$ cat src/rtl/instr_fetch.sv
// -----------------------------------------------------------------------------
// instr_fetch : RV32I fetch stage
//
// Owns the program counter and issues one request at a time to instruction
// memory. Returned words are buffered in a small FIFO together with the PC
// they were fetched from. The head entry is presented to decode through a
// valid/ready handshake, with the opcode fields already split out. A redirect
// from execute flushes the buffer, withdraws any unaccepted request and
// discards the response of a request that is still in flight.
//
// Parameters
//   RESET_PC    PC loaded on reset
//   FIFO_DEPTH  instruction buffer entries (power of two, >= 2)
//
// Ports
//   clk, rst                       clock, synchronous active-high reset
//   imem_req_valid/ready/addr      request channel to instruction memory
//   imem_rsp_valid/data            response channel (>= 1 cycle after accept)
//   redirect, redirect_pc          taken branch/jump from execute
//   instr_valid/ready              head-of-buffer handshake to decode
//   instr, instr_pc                head word and its PC (NOP / 0 when empty)
//   op_code, func3, func7          instr[6:0], instr[14:12], instr[31:25]
//   fetch_fault                    misaligned redirect target seen (sticky)
//
// Build option
//   FETCH_MISALIGN_TRAP_EN  when defined, a redirect whose target has
//                           non-zero low bits raises fetch_fault, flushes the
//                           buffer and halts fetching until reset. When not
//                           defined the low bits are silently cleared and
//                           fetch_fault is tied low.
// -----------------------------------------------------------------------------
module instr_fetch #(
  parameter logic [31:0] RESET_PC   = 32'h0000_0000,
  parameter int          FIFO_DEPTH = 2
) (
  input  logic        clk,
  input  logic        rst,
  output logic        imem_req_valid,
  input  logic        imem_req_ready,
  output logic [31:0] imem_addr,
  input  logic        imem_rsp_valid,
  input  logic [31:0] imem_rsp_data,
  input  logic        redirect,
  input  logic [31:0] redirect_pc,
  output logic        instr_valid,
  input  logic        instr_ready,
  output logic [31:0] instr,
  output logic [31:0] instr_pc,
  output logic [6:0]  op_code,
  output logic [2:0]  func3,
  output logic [6:0]  func7,
  output logic        fetch_fault
);

  localparam int              PTR_W     = $clog2(FIFO_DEPTH);
  localparam int              CNT_W     = $clog2(FIFO_DEPTH) + 1;
  localparam logic [CNT_W-1:0] DEPTH_CNT = CNT_W'(FIFO_DEPTH);
  localparam logic [31:0]     NOP_INSTR = 32'h0000_0013;

  typedef enum logic {
    ST_REQ  = 1'b0,
    ST_WAIT = 1'b1
  } state_t;

  state_t r_state;
  state_t w_state_next;

  logic [31:0]      r_pc;
  logic [31:0]      r_req_pc;
  logic             r_drop;
  logic [31:0]      r_fifo_instr [FIFO_DEPTH];
  logic [31:0]      r_fifo_pc    [FIFO_DEPTH];
  logic [PTR_W-1:0] r_wr_ptr;
  logic [PTR_W-1:0] r_rd_ptr;
  logic [CNT_W-1:0] r_count;

  logic             w_fault;
  logic             w_inflight;
  logic             w_credit;
  logic             w_req_fire;
  logic             w_push;
  logic             w_pop;
  logic             w_drop_next;
  logic [CNT_W-1:0] w_count_next;
  logic [31:0]      w_redirect_target;

  // Low two bits are always cleared: fetch addresses are word aligned.
  assign w_redirect_target = redirect_pc & 32'hFFFF_FFFC;

  // -------------------------------------------------------------------------
  // Optional misaligned-redirect trap
  // -------------------------------------------------------------------------
`ifdef FETCH_MISALIGN_TRAP_EN
  logic r_fault;
  logic w_misalign;

  assign w_misalign = redirect && (redirect_pc[1:0] != 2'b00);

  always_ff @(posedge clk) begin
    if (rst) begin
      r_fault <= 1'b0;
    end else if (w_misalign) begin
      r_fault <= 1'b1;
    end
  end

  assign w_fault = r_fault;
`else
  assign w_fault = 1'b0;
`endif

  assign fetch_fault = w_fault;

  // -------------------------------------------------------------------------
  // Request credit: buffered entries plus the one possible in-flight request
  // must stay below the buffer depth, so a response always has a free slot.
  // -------------------------------------------------------------------------
  assign w_inflight = (r_state == ST_WAIT);
  assign w_credit   = (r_count + {{(CNT_W-1){1'b0}}, w_inflight}) < DEPTH_CNT;

  // -------------------------------------------------------------------------
  // FSM state register
  // -------------------------------------------------------------------------
  always_ff @(posedge clk) begin
    if (rst) begin
      r_state <= ST_REQ;
    end else begin
      r_state <= w_state_next;
    end
  end

  // -------------------------------------------------------------------------
  // FSM next state and request/response control
  // -------------------------------------------------------------------------
  always_comb begin
    w_state_next   = r_state;
    imem_req_valid = 1'b0;
    w_req_fire     = 1'b0;
    w_push         = 1'b0;
    w_drop_next    = r_drop;
    case (r_state)
      ST_REQ: begin
        // A redirect withdraws the request in the same cycle, so an
        // acceptance can never coincide with a redirect.
        imem_req_valid = w_credit && !redirect && !w_fault && !rst;
        if (imem_req_valid && imem_req_ready) begin
          w_req_fire   = 1'b1;
          w_state_next = ST_WAIT;
        end
      end
      ST_WAIT: begin
        if (redirect) begin
          if (imem_rsp_valid) begin
            // Response arriving with the redirect belongs to the old path.
            w_drop_next  = 1'b0;
            w_state_next = ST_REQ;
          end else begin
            // Still waiting: remember to discard the stale word later.
            w_drop_next = 1'b1;
          end
        end else if (imem_rsp_valid) begin
          w_push       = !r_drop && !w_fault;
          w_drop_next  = 1'b0;
          w_state_next = ST_REQ;
        end
      end
      default: begin
        w_state_next = ST_REQ;
      end
    endcase
  end

  // -------------------------------------------------------------------------
  // Buffer occupancy
  // -------------------------------------------------------------------------
  assign instr_valid = (r_count != '0) && !rst;
  assign w_pop       = instr_valid && instr_ready;

  always_comb begin
    w_count_next = r_count;
    case ({w_push, w_pop})
      2'b10:   w_count_next = r_count + 1'b1;
      2'b01:   w_count_next = r_count - 1'b1;
      default: w_count_next = r_count;
    endcase
  end

  // -------------------------------------------------------------------------
  // PC, pointers and drop flag
  // -------------------------------------------------------------------------
  always_ff @(posedge clk) begin
    if (rst) begin
      r_pc     <= RESET_PC;
      r_wr_ptr <= '0;
      r_rd_ptr <= '0;
      r_count  <= '0;
      r_drop   <= 1'b0;
    end else begin
      r_drop <= w_drop_next;
      if (redirect) begin
        // Flush everything younger than the redirect, including a head
        // that decode consumes in this same cycle.
        r_pc     <= w_redirect_target;
        r_wr_ptr <= '0;
        r_rd_ptr <= '0;
        r_count  <= '0;
      end else begin
        if (w_req_fire) begin
          r_pc <= r_pc + 32'd4;
        end
        if (w_push) begin
          r_wr_ptr <= r_wr_ptr + 1'b1;
        end
        if (w_pop) begin
          r_rd_ptr <= r_rd_ptr + 1'b1;
        end
        r_count <= w_count_next;
      end
    end
  end

  // PC of the outstanding request and the buffer payload carry no reset;
  // they are only observed once qualified by state or occupancy.
  always_ff @(posedge clk) begin
    if (w_req_fire) begin
      r_req_pc <= r_pc;
    end
    if (w_push) begin
      r_fifo_instr[r_wr_ptr] <= imem_rsp_data;
      r_fifo_pc[r_wr_ptr]    <= r_req_pc;
    end
  end

  // -------------------------------------------------------------------------
  // Outputs to decode
  // -------------------------------------------------------------------------
  assign imem_addr = r_pc;
  assign instr     = instr_valid ? r_fifo_instr[r_rd_ptr] : NOP_INSTR;
  assign instr_pc  = instr_valid ? r_fifo_pc[r_rd_ptr]    : 32'h0000_0000;
  assign op_code   = instr[6:0];
  assign func3     = instr[14:12];
  assign func7     = instr[31:25];

endmodule

$ cat config.mk
export PLATFORM = sky130hd
export DESIGN_NAME = instr_fetch
export DESIGN_NICKNAME = d
export VERILOG_FILES = /design/src/rtl/instr_fetch.sv
export SDC_FILE = /design/constraint.sdc
export NUM_CORES = 1
export LEC_CHECK = 0
export CORE_ASPECT_RATIO = 1.25
export CORE_MARGIN = 4
export CORE_UTILIZATION = 54
export DETAILED_ROUTE_END_ITERATION = 12
export PLACE_DENSITY = 0.86
export SYNTH_ARGS = -nofsm -noshare
export SYNTH_HDL_FRONTEND = slang
export SYNTH_SLANG_ARGS = --single-unit
$ cat constraint.sdc
create_clock -name clk -period 12.5 [get_ports clk]
set_input_delay 1.25 -clock clk [delete_from_list [all_inputs] [get_ports clk]]
set_output_delay 1.25 -clock clk [all_outputs]
set_load 0.01 [all_outputs]
==> run summary <==
run status: complete, no violations
cell taking the most area after synthesis: edfxtp_1
Reg2Reg Setup Slack: 9330 ps
count of standard-cell rows: 49
worst flop-to-flop path endpoint: imem_addr[16]
fraction of final layout cells sized beyond drive strength 1: 0.0602
pin count of the biggest net entering global routing: 63
RR Startpoint: r_count[1]
Top Family by Delay on Critical Path: buffers and inverters
via count of the first global-routing pass: 5339
core area: 14400 µm²
leakage power of the design: 3.21 nW
area overhead of the layout relative to synthesis: 29.7%
# fillers: 950
peak fanout along the critical path: 60
end point of the worst hold path: r_fifo_pc[1][10]
# clock sinks: 191
HPWL after DPL: 11200 µm
number of instances in the synthesized netlist: 585
overall overflow remaining after global route: 0
number of antenna cells inserted: 0
Total Power: 1.33 mW
root buf cell: clkbuf_16
effective utilization at floorplan: 0.550
detailed route wirelength on metal3: 926 µm
met1 wire length: 6620 µm
sequential cell area: 5370 µm²
highest signal layer in the routed design: met4
Finish-stage setup viols: 0
number of cells on the worst hold path: 0
count of cell types in the netlist: 50
critical path capture point type: output pin
Final Cell Area: 10300 µm²
share of synthesized area occupied by flip-flops and latches: 0.677
placed inst area: 9670 µm²
clock buffer count from CTS: 17
critical path launch point type: primary input
cells resized by post-CTS repair: 0
Max IR drop VDD: 0.102 mV
number of buffers inserted by hold repair at cts: 0
number of DRC markers in iteration 0: 383
chip width: 116 µm
Tightest Pin Transition: 1210 ps
syn avg cell area: 13.5 µm²
biggest cell delay along the critical path: 560 ps
RSZ-0062 raised after global routing: no
via total after detailed routing: 5269
Detailed Route WL: 16900 µm
number of antenna violations at the first check in global routing: 0
max-slew violation total from the final report: 0
buffers added on ports: 178
final critical-path share of the clock period: 0.405
synthesis-stage register bit count: 191
number of nets with antenna violations after routing: 0
die outline area: 16700 µm²
post-route DRC violation count: 0
global-route wire length before repair: 26800 µm
synth top area cells: edfxtp_1 (58%), dfxtp_1 (9.3%), mux2i_1 (8.0%), nor2_1 (3.7%), buf_4 (2.3%)
Worst Path Arrival: 3810 ps
final period demand of the worst path: 5060 ps
area fraction of the dominant cell type after synthesis: 0.584
Top FF cell, synth: edfxtp_1
drt first pass iters: 5
Slowest-stage cell, CP: clkdlybuf4s50_1
critical path buffer and inverter count: 5
count of yosys warnings during synthesis: 0
worst slew slack as a fraction of its limit: 0.192
CTS tree: built
met2 layer wire length in the routed design: 8930 µm
Achievable Freq: 0.198 GHz
GPL Wtd Cong: 0.858
clock transition at the register clock pins on the worst setup and hold paths after CTS: 70 ps
post-synthesis instance area: 7920 µm²
largest buffer count on any clock path: 2
total power density per cell area: 129 nW/µm²
maxcap violations: 0
Reg2Reg Depth: 6
clock latency on the worst-skew pair: 420 ps
number of enable flip-flop cells after synthesis: 154
total global routing track utilization: 0.205
type of the tightest min-delay check: reg -> reg
average wire length per cell after detail routing: 18.2 µm
type of the worst setup path: in -> out
CP Data Required Time: 11250 ps
endpoints failing hold: 0
# nets final: 807
setup bufs post-CTS: 0
critical hold path startpoint: r_req_pc[10]
Die Ht: 143 µm
setup tns final: 0 ps
Worst Hold Margin: 452 ps
total area of multi-input combinational cells: 2230 µm²
share of async-settable or async-resettable flops after synthesis: 0
CTS H-Tree Depth: 4
via/cell ratio: 5.69
I/O pins: 186
Worst Clk Skew: 10.3 ps
worst-path cell chain: clkdlybuf4s50_1 > buf_4 > o21bai_4 > buf_4 > inv_1 > nand2_1 > clkdlybuf4s50_1
stage by stage:
step,worst slack (ps),util,std cells
2_1_floorplan,7630,-,589
3_3_place_gp,7490,0.671,894
3_5_place_dp,7400,0.671,894
4_1_cts,7390,0.713,926
5_1_grt,7220,0.713,926
6_report,7440,0.713,926
registers in the layout (all words and copies together), names as in the netlist, named ones only:
register / cells
imem_addr: 30
r_req_pc: 30
r_drop: 1
r_count: 2
r_rd_ptr: 1
r_state: 1
r_fifo_instr: 64
r_wr_ptr: 1
r_fifo_pc: 60
worst max-delay path by stage:
| stage | slack, ps | depth (start not counted) | end | from |
|---|---|---|---|---|
| 3_5_place_dp | 7400 | 7 | instr[4] | rst |
| 2_1_floorplan | 7630 | 4 | r_fifo_instr[0][0] | redirect |
| 6_report | 7440 | 7 | instr[4] | rst |
| 3_3_place_gp | 7490 | 7 | instr[0] | rst |
| 4_1_cts | 7390 | 7 | instr[4] | rst |
| 5_1_grt | 7220 | 7 | instr[4] | rst |
final cells by class:
cell class / instances / share of cell area
clock buffer: 20 / 0.0455
clock inverter: 12 / 0.0130
inverter: 7 / 0.00256
multi-input combinational: 334 / 0.217
sequential: 191 / 0.522
tap: 178 / 0.0217
timing repair buffer: 184 / 0.178
per-layer routing:
layer / track usage / vias to the layer above
met1: 0.249 / 2529
met5: 0 / -
met4: 0.0648 / 0
met3: 0.0404 / 30
met2: 0.366 / 243
li1: - / 2467
cell usage in the layout, fill, tap and decap left out, drive strengths merged, types with 6 or more instances in the layout:
| cell type | instances |
|---|---|
| a31oi | 11 |
| nand2 | 23 |
| nor2 | 78 |
| xnor2 | 12 |
| buf | 6 |
| and2 | 13 |
| clkbuf | 20 |
| or4 | 14 |
| nor3 | 13 |
| o211ai | 18 |
| dfxtp | 37 |
| mux2i | 63 |
| nand3 | 13 |
| nand4 | 9 |
| a211oi | 9 |
| clkdlybuf4s50 | 178 |
| edfxtp | 154 |
| inv | 16 |
power breakdown:
part | internal (mW) | switching [mW]
logic | 0.0411 | 0.0306
clock network | 0.301 | 0.241
registers | 0.698 | 0.0153
total | 1.04 | 0.287
cell usage after synthesis, drive strengths merged, types with 3 or more instances:
master,instances
nand4,9
xnor2,12
or3,3
a211oi,9
o211ai,18
a21oi,5
xor2,3
or4,14
nor4,5
nand3,13
nand3b,3
nor3,13
a311oi,4
mux2i,63
buf,36
nor2,78
o21ai,3
and4,4
clkbuf,21
nand2,23
inv,7
and2,13
a31oi,11
dfxtp,37
edfxtp,154
logic make-up after synthesis:
logic type      count (synthesis)  share of synthesized area
mux                            63                     0.0796
simple gates                  184                      0.118
xor+xnor                       15                     0.0166
buf+inv                        64                     0.0458
other cells                     1                   0.000473
compound gates                 65                     0.0591
fa+ha+maj                       2                    0.00316
flops                         191                      0.677
(Power assumes the default switching activity.)
